### config.mk
export PLATFORM = sky130hd
export DESIGN_NAME = dhaz_scoreboard
export DESIGN_NICKNAME = d
export VERILOG_FILES = /design/src/rtl/dhaz_scoreboard_pkg.sv /design/src/rtl/dhaz_slot_pipe.sv /design/src/rtl/dhaz_scoreboard.sv
export SDC_FILE = /design/constraint.sdc
export NUM_CORES = 1
export LEC_CHECK = 0
export CAP_MARGIN = 20
export CORE_AREA = 2 2 60 62
export DETAILED_ROUTE_END_ITERATION = 8
export DIE_AREA = 0 0 62 64
export PLACE_DENSITY_LB_ADDON = 0.08
export SYNTH_ARGS = -nofsm -noshare
export SYNTH_HDL_FRONTEND = slang
export SYNTH_SLANG_ARGS = --single-unit
### constraint.sdc
create_clock -name clk -period 1.9 [get_ports clk]
set_input_delay 0.38 -clock clk [delete_from_list [all_inputs] [get_ports clk]]
set_output_delay 0.38 -clock clk [all_outputs]
set_load 0.01 [all_outputs]
### src/rtl/dhaz_scoreboard_pkg.sv
// Shared types for the data-hazard scoreboard: producer class, slot record, select width.
// Plays the role of the Pu_types package; TAG_MAX bounds the tag width of any instance.
package dhaz_scoreboard_pkg;

    typedef enum logic [1:0] {
        CLS_ALU   = 2'd0,
        CLS_MEM   = 2'd1,
        CLS_MUL   = 2'd2,
        CLS_NOFWD = 2'd3
    } prod_class_t;

    localparam int TAG_MAX = 16;

    // Tags narrower than TAG_MAX are zero-extended so every instance shares one slot layout.
    typedef struct packed {
        logic              valid;
        logic [TAG_MAX-1:0] tag;
        prod_class_t       cls;
    } dhaz_slot_t;

    function automatic int sel_w(input int num_stages);
        return $clog2(num_stages + 1);
    endfunction

endpackage

### src/rtl/dhaz_slot_pipe.sv
// Shifting slot array of in-flight register writes with masked flush and slot-0 insertion.
// The last slot retires every cycle; empty is registered from the next-state valid bits.
module dhaz_slot_pipe
    import dhaz_scoreboard_pkg::*;
#(
    parameter int NUM_STAGES = 4
) (
    input  logic                         clk,
    input  logic                         reset_n,
    input  logic                         insert,
    input  dhaz_slot_t                   new_slot,
    input  logic                         flush,
    input  logic [NUM_STAGES-1:0]        flush_mask,
    output dhaz_slot_t [NUM_STAGES-1:0]  slots,
    output logic                         empty
);

    dhaz_slot_t [NUM_STAGES-1:0] slots_nxt;
    logic                        any_valid_nxt;
    logic                        unused_mask;

    // The retiring slot is dropped regardless, so its flush bit has no effect.
    assign unused_mask = flush_mask[NUM_STAGES-1];

    always_comb begin
        // NOTE: every output gets a default before any branch so no latch is inferred.
        slots_nxt     = '0;
        any_valid_nxt = 1'b0;
        slots_nxt[0]  = insert ? new_slot : '0;
        for (int i = 1; i < NUM_STAGES; i++) begin
            slots_nxt[i] = slots[i-1];
            if (flush && flush_mask[i-1]) begin
                slots_nxt[i].valid = 1'b0;
            end
        end
        for (int i = 0; i < NUM_STAGES; i++) begin
            any_valid_nxt = any_valid_nxt | slots_nxt[i].valid;
        end
    end

    // NOTE: the slot array is plain flops, not a RAM, so it is reset to clear every valid bit.
    always_ff @(posedge clk or negedge reset_n) begin
        if (!reset_n) begin
            slots <= '0;
            empty <= 1'b1;
        end else begin
            // NOTE: non-blocking assignments keep all slots shifting off the same old values.
            slots <= slots_nxt;
            empty <= ~any_valid_nxt;
        end
    end

endmodule

### src/rtl/dhaz_scoreboard.sv
// Data-hazard scoreboard: per-port match against in-flight writes, stall and forwarding selects.
// Build option DHAZ_FORWARDING_EN enables forwarding; without it every match stalls until retire.
module dhaz_scoreboard
    import dhaz_scoreboard_pkg::*;
#(
    parameter int  NUM_STAGES   = 4,
    parameter int  NUM_RD_PORTS = 3,
    parameter int  TAG_WIDTH    = 5,
    parameter int  MUL_READY    = 2,
    localparam int SEL_W        = sel_w(NUM_STAGES)
) (
    input  logic                                  clk,
    input  logic                                  reset_n,
    input  logic                                  en,
    input  logic                                  issue_wr,
    input  logic [TAG_WIDTH-1:0]                  issue_tag,
    input  logic [1:0]                            issue_class,
    input  logic [NUM_RD_PORTS-1:0]               rd_en,
    input  logic [NUM_RD_PORTS-1:0][TAG_WIDTH-1:0] rd_tag,
    input  logic                                  flush,
    input  logic [NUM_STAGES-1:0]                 flush_mask,
    output logic                                  hold,
    output logic [NUM_RD_PORTS-1:0][SEL_W-1:0]    fwd_sel,
    output logic                                  empty
);

    dhaz_slot_t [NUM_STAGES-1:0] slots;
    dhaz_slot_t                  new_slot;
    logic                        insert;
    logic [NUM_RD_PORTS-1:0]     conflict;

`ifdef DHAZ_FORWARDING_EN
    logic [NUM_RD_PORTS-1:0]            fwd_ok;
    logic [NUM_RD_PORTS-1:0][SEL_W-1:0] fwd_idx;

    function automatic logic slot_ready(input prod_class_t cls, input int slot);
        case (cls)
            CLS_ALU: return 1'b1;
            CLS_MEM: return slot >= 1;
            CLS_MUL: return slot >= MUL_READY;
            default: return 1'b0;
        endcase
    endfunction
`else
    logic unused_cls;
    assign unused_cls = ^slots;
`endif

    always_comb begin
        new_slot.valid = 1'b1;
        new_slot.tag   = TAG_MAX'(issue_tag);
        new_slot.cls   = prod_class_t'(issue_class);
    end

    assign hold   = en & ~flush & (|conflict);
    assign insert = en & issue_wr & ~hold & ~flush;

    dhaz_slot_pipe #(.NUM_STAGES(NUM_STAGES)) u_pipe (
        .clk        (clk),
        .reset_n    (reset_n),
        .insert     (insert),
        .new_slot   (new_slot),
        .flush      (flush),
        .flush_mask (flush_mask),
        .slots      (slots),
        .empty      (empty)
    );

    for (genvar p = 0; p < NUM_RD_PORTS; p++) begin : g_port
        logic hit;
`ifdef DHAZ_FORWARDING_EN
        logic             rdy;
        logic [SEL_W-1:0] idx;
`endif
        always_comb begin
            hit = 1'b0;
`ifdef DHAZ_FORWARDING_EN
            rdy = 1'b0;
            idx = '0;
`endif
            // Scan oldest to youngest so the youngest matching slot is the one left standing.
            for (int i = NUM_STAGES - 1; i >= 0; i--) begin
                if (slots[i].valid && slots[i].tag == TAG_MAX'(rd_tag[p])) begin
                    hit = 1'b1;
`ifdef DHAZ_FORWARDING_EN
                    rdy = slot_ready(slots[i].cls, i);
                    idx = SEL_W'(i + 1);
`endif
                end
            end
        end

`ifdef DHAZ_FORWARDING_EN
        assign conflict[p] = rd_en[p] & hit & ~rdy;
        assign fwd_ok[p]   = rd_en[p] & hit & rdy;
        assign fwd_idx[p]  = idx;
`else
        assign conflict[p] = rd_en[p] & hit;
`endif
    end

`ifdef DHAZ_FORWARDING_EN
    always_ff @(posedge clk or negedge reset_n) begin
        if (!reset_n) begin
            fwd_sel <= '0;
        end else begin
            for (int p = 0; p < NUM_RD_PORTS; p++) begin
                fwd_sel[p] <= (fwd_ok[p] && !hold && !flush) ? fwd_idx[p] : '0;
            end
        end
    end
`else
    assign fwd_sel = '0;
`endif

endmodule

==> impl_metrics.csv <==
group,metric,value,unit
critical_path,cp_top_family,"buffers and inverters",
die,die_h,64,µm
timing,drv_slew,0,
critical_path,critical_path_buf_inv_count,3,
synthesis,yosysUniqueCellTypes,18,
timing,setup_violations,1,
critical_path,rr_endpoint,"u_pipe.empty",
die,dieArea,3970,µm²
critical_path,path_depth,8,
power,pwr-share-seq,0.532,
clock_network,cts_root_buf,"clkbuf_4",
power,p_leak,1.14,nW
synthesis,synth_warnings,0,
power,intPower,0.000773,W
critical_path,crit_end,"hold",
power,switching_share,0.278,
timing,whs,0.405,ns
min_path,min_path_type,"input pin to async pin",
placement,gp_congestion,0.827,
power,vdd_drop_max,0.406,mV
critical_path,r2r-start,"u_pipe.slots[22]",
detailed_routing,wl_per_cell,15.2,µm
cells_and_area,most-common-layout-cells,"xor2_1, buf_4, dfrtp_1",
clock_network,clk_latency,0.31,ns
clock_network,htreeDepth,1,
detailed_routing,remaining_drc_errors,0,
die,initial_utilization,0.462,
synthesis,synth_seq_cells,25,
timing,fmax,0.393,GHz
global_route,grt_first_pass_wirelength,6.56,mm
detailed_routing,first_pass_iters,4,
critical_path,end_kind,"primary output",
placement,numPortBuffers,32,
cells_and_area,layout.area.seq,629,µm²
flow_run,max_cap_viol_count,0,
global_route,overflow,0,
die,fp-row-count,21,
synthesis,syn_inst,146,
run_status,violations,"setup timing",
clock_network,cts_tree,"built",
critical_path,critical_path_class,"register to primary output",
power,power,0.00107,W
synthesis,synth_seq_area_share,0.413,
critical_path,cp_cell_sequence,"buf_4 > xor2_1 > nor4_1 > buf_4 > nand3_2 > a41o_1 > a311oi_2 > buf_2",
detailed_routing,via_per_inst,4.74,
die,die_x,62,µm
critical_path,cpPeakStageDelay,0.43,ns
detailed_routing,drtIter0Drc,30,
critical_path,arrival,2.17,ns
timing,fin_ws,-0.646,ns
detailed_routing,antenna_left,0,
critical_path,rrSetupSlack,0.04,ns
clock_network,cts.clk_slew.worst_paths,0.13,ns
cells_and_area,drive_above_1_share,0.260,
clock_network,cts_buffer_depth,2,
timing,fin_skew,0.00119,ns
die,coreArea,3280,µm²
cells_and_area,post-route-util,0.677,
synthesis,synth_area_per_cell,10.4,µm²
timing,rsz0062_at_grt,"true",
critical_path,crit_fanout,2,
global_route,grt_usage,0.231,
global_route,grt_max_degree,26,
clock_network,cts_sinks,25,
power,p_sw,0.000298,W
cells_and_area,antenna_cells,0,
power,pwr_density_cell,482,nW/µm²
clock_network,cts_hold_buffers,0,
critical_path,crit_required,1.52,ns
power,clkPwrFrac,0.223,
placement,place_ws,-1.22,ns
cells_and_area,fillers,286,
die,pin_count,45,
critical_path,crit_path_start,"u_pipe.slots[60]",
detailed_routing,drt_wl_total,4.02,mm
clock_network,numCtsBuffers,3,
critical_path,critPathLaunchType,"register",
cells_and_area,multiInputGateArea,866,µm²
critical_path,r2r.worst_path.cells,8,
critical_path,critPathSlowestCell,"dfrtp_1",
run_status,status,"complete, but fails checks",
placement,hpwl,3.36,mm
cells_and_area,area_growth,46.4,%
global_route,grt_antenna_before_repair,0,
cells_and_area,final_common_cell,"xor2_1",
power,combPwrFrac,0.245,
timing,final_hold_viol_count,0,
cells_and_area,final_nets,254,
synthesis,synth_area,1520,µm²
timing,finalCritPeriodShare,1.34,
global_route,grt_pass1_vias,1379,
detailed_routing,num_vias,1255,
critical_path,path_common_cell,"buf_4",
timing,period_needed,2.55,ns
-- cell type report --
type / instances / share of cell area
inverters: 10 / 0.0169
flip-flops and latches: 25 / 0.283
repair buffers: 71 / 0.273
clock buffers: 4 / 0.0118
multi-input cells: 109 / 0.389
well taps: 46 / 0.0259
-- metal layers --
metal | track usage | wire (µm) | part of all wire
met1 | 0.316 | 1800 | 0.45
met3 | 0.0182 | 149 | 0.037
met5 | 0 | 0 | 0
met4 | 0.0479 | 23 | 0.0057
met2 | 0.392 | 2040 | 0.51
-- state kept, by name, indices dropped and copies added, names as in the netlist --
signal        cells
u_pipe.slots     24
u_pipe.empty      1
-- metrics by stage --
stage          area [µm²]  setup TNS [ns]  std cells
5_1_grt              2220          -0.937        265
3_5_place_dp         2120           -4.38        257
6_report             2220          -0.646        265
4_1_cts              2180          -0.677        263
3_3_place_gp         2120           -3.63        257
2_1_floorplan        1560               0        154
-- cell usage after synthesis (all sizes together) --
master	n	area [µm²]
dfrtp	24	601
nor3b	1	7.51
nand3	12	60.1
a41o	3	30.0
inv	10	37.5
xor2	48	420
nor2	5	18.8
buf	10	78.8
xnor2	12	105
nor3	1	5.00
nand4	1	12.5
conb	1	3.75
nor4	12	75.1
and2	1	6.26
dfstp	1	26.3
a311oi	1	8.76
a21boi	3	22.5
-- power by group through the flow --
| stage | combinational [W] | sequential [W] | clock (W) |
|---|---|---|---|
| floorplan | 0.000107 | 0.000577 | 0 |
| global placement | 0.000253 | 0.000578 | 0 |
| detailed placement | 0.000257 | 0.000579 | 0 |
| CTS | 0.000261 | 0.000569 | 0.000242 |
| global route | 0.000288 | 0.000572 | 0.000265 |
| finish | 0.000262 | 0.000569 | 0.000239 |
-- worst reg2reg max path, cell delays in order, from the launching register on --
cell     delay [ns]
dfrtp_2        0.47
xor2_1         0.17
nor4_1         0.29
buf_4          0.16
nand3_1        0.07
a41o_1         0.24
buf_4          0.14
nand4_2        0.13
and2_1         0.15
-- cells by family after synthesis --
logic type,count (synthesis),synth area share
xor+xnor,60,0.346
simple gates,33,0.122
flops,25,0.413
buf+inv,20,0.0766
compound gates,7,0.0404
other cells,1,0.00247
-- worst min-delay path by stage --
stage,cells after the start,start,slack (ns),end
after floorplan,0,reset_n,0.08,u_pipe.slots[18]
after global placement,0,u_pipe.slots[42],0.40,u_pipe.slots[61]
after detailed placement,0,u_pipe.slots[42],0.41,u_pipe.slots[61]
after CTS,2,reset_n,0.42,u_pipe.slots[4]
after global routing,2,reset_n,0.43,u_pipe.slots[3]
final,2,reset_n,0.40,u_pipe.slots[4]
-- timing repair --
action | in CTS | in global routing
buffers inserted | 2 | 2
pin swaps | 10 | 4
endpoints found under the setup margin | 8 | 8
resized for setup | 22 | 8
Note: power is estimated with default switching activity, not from simulation.
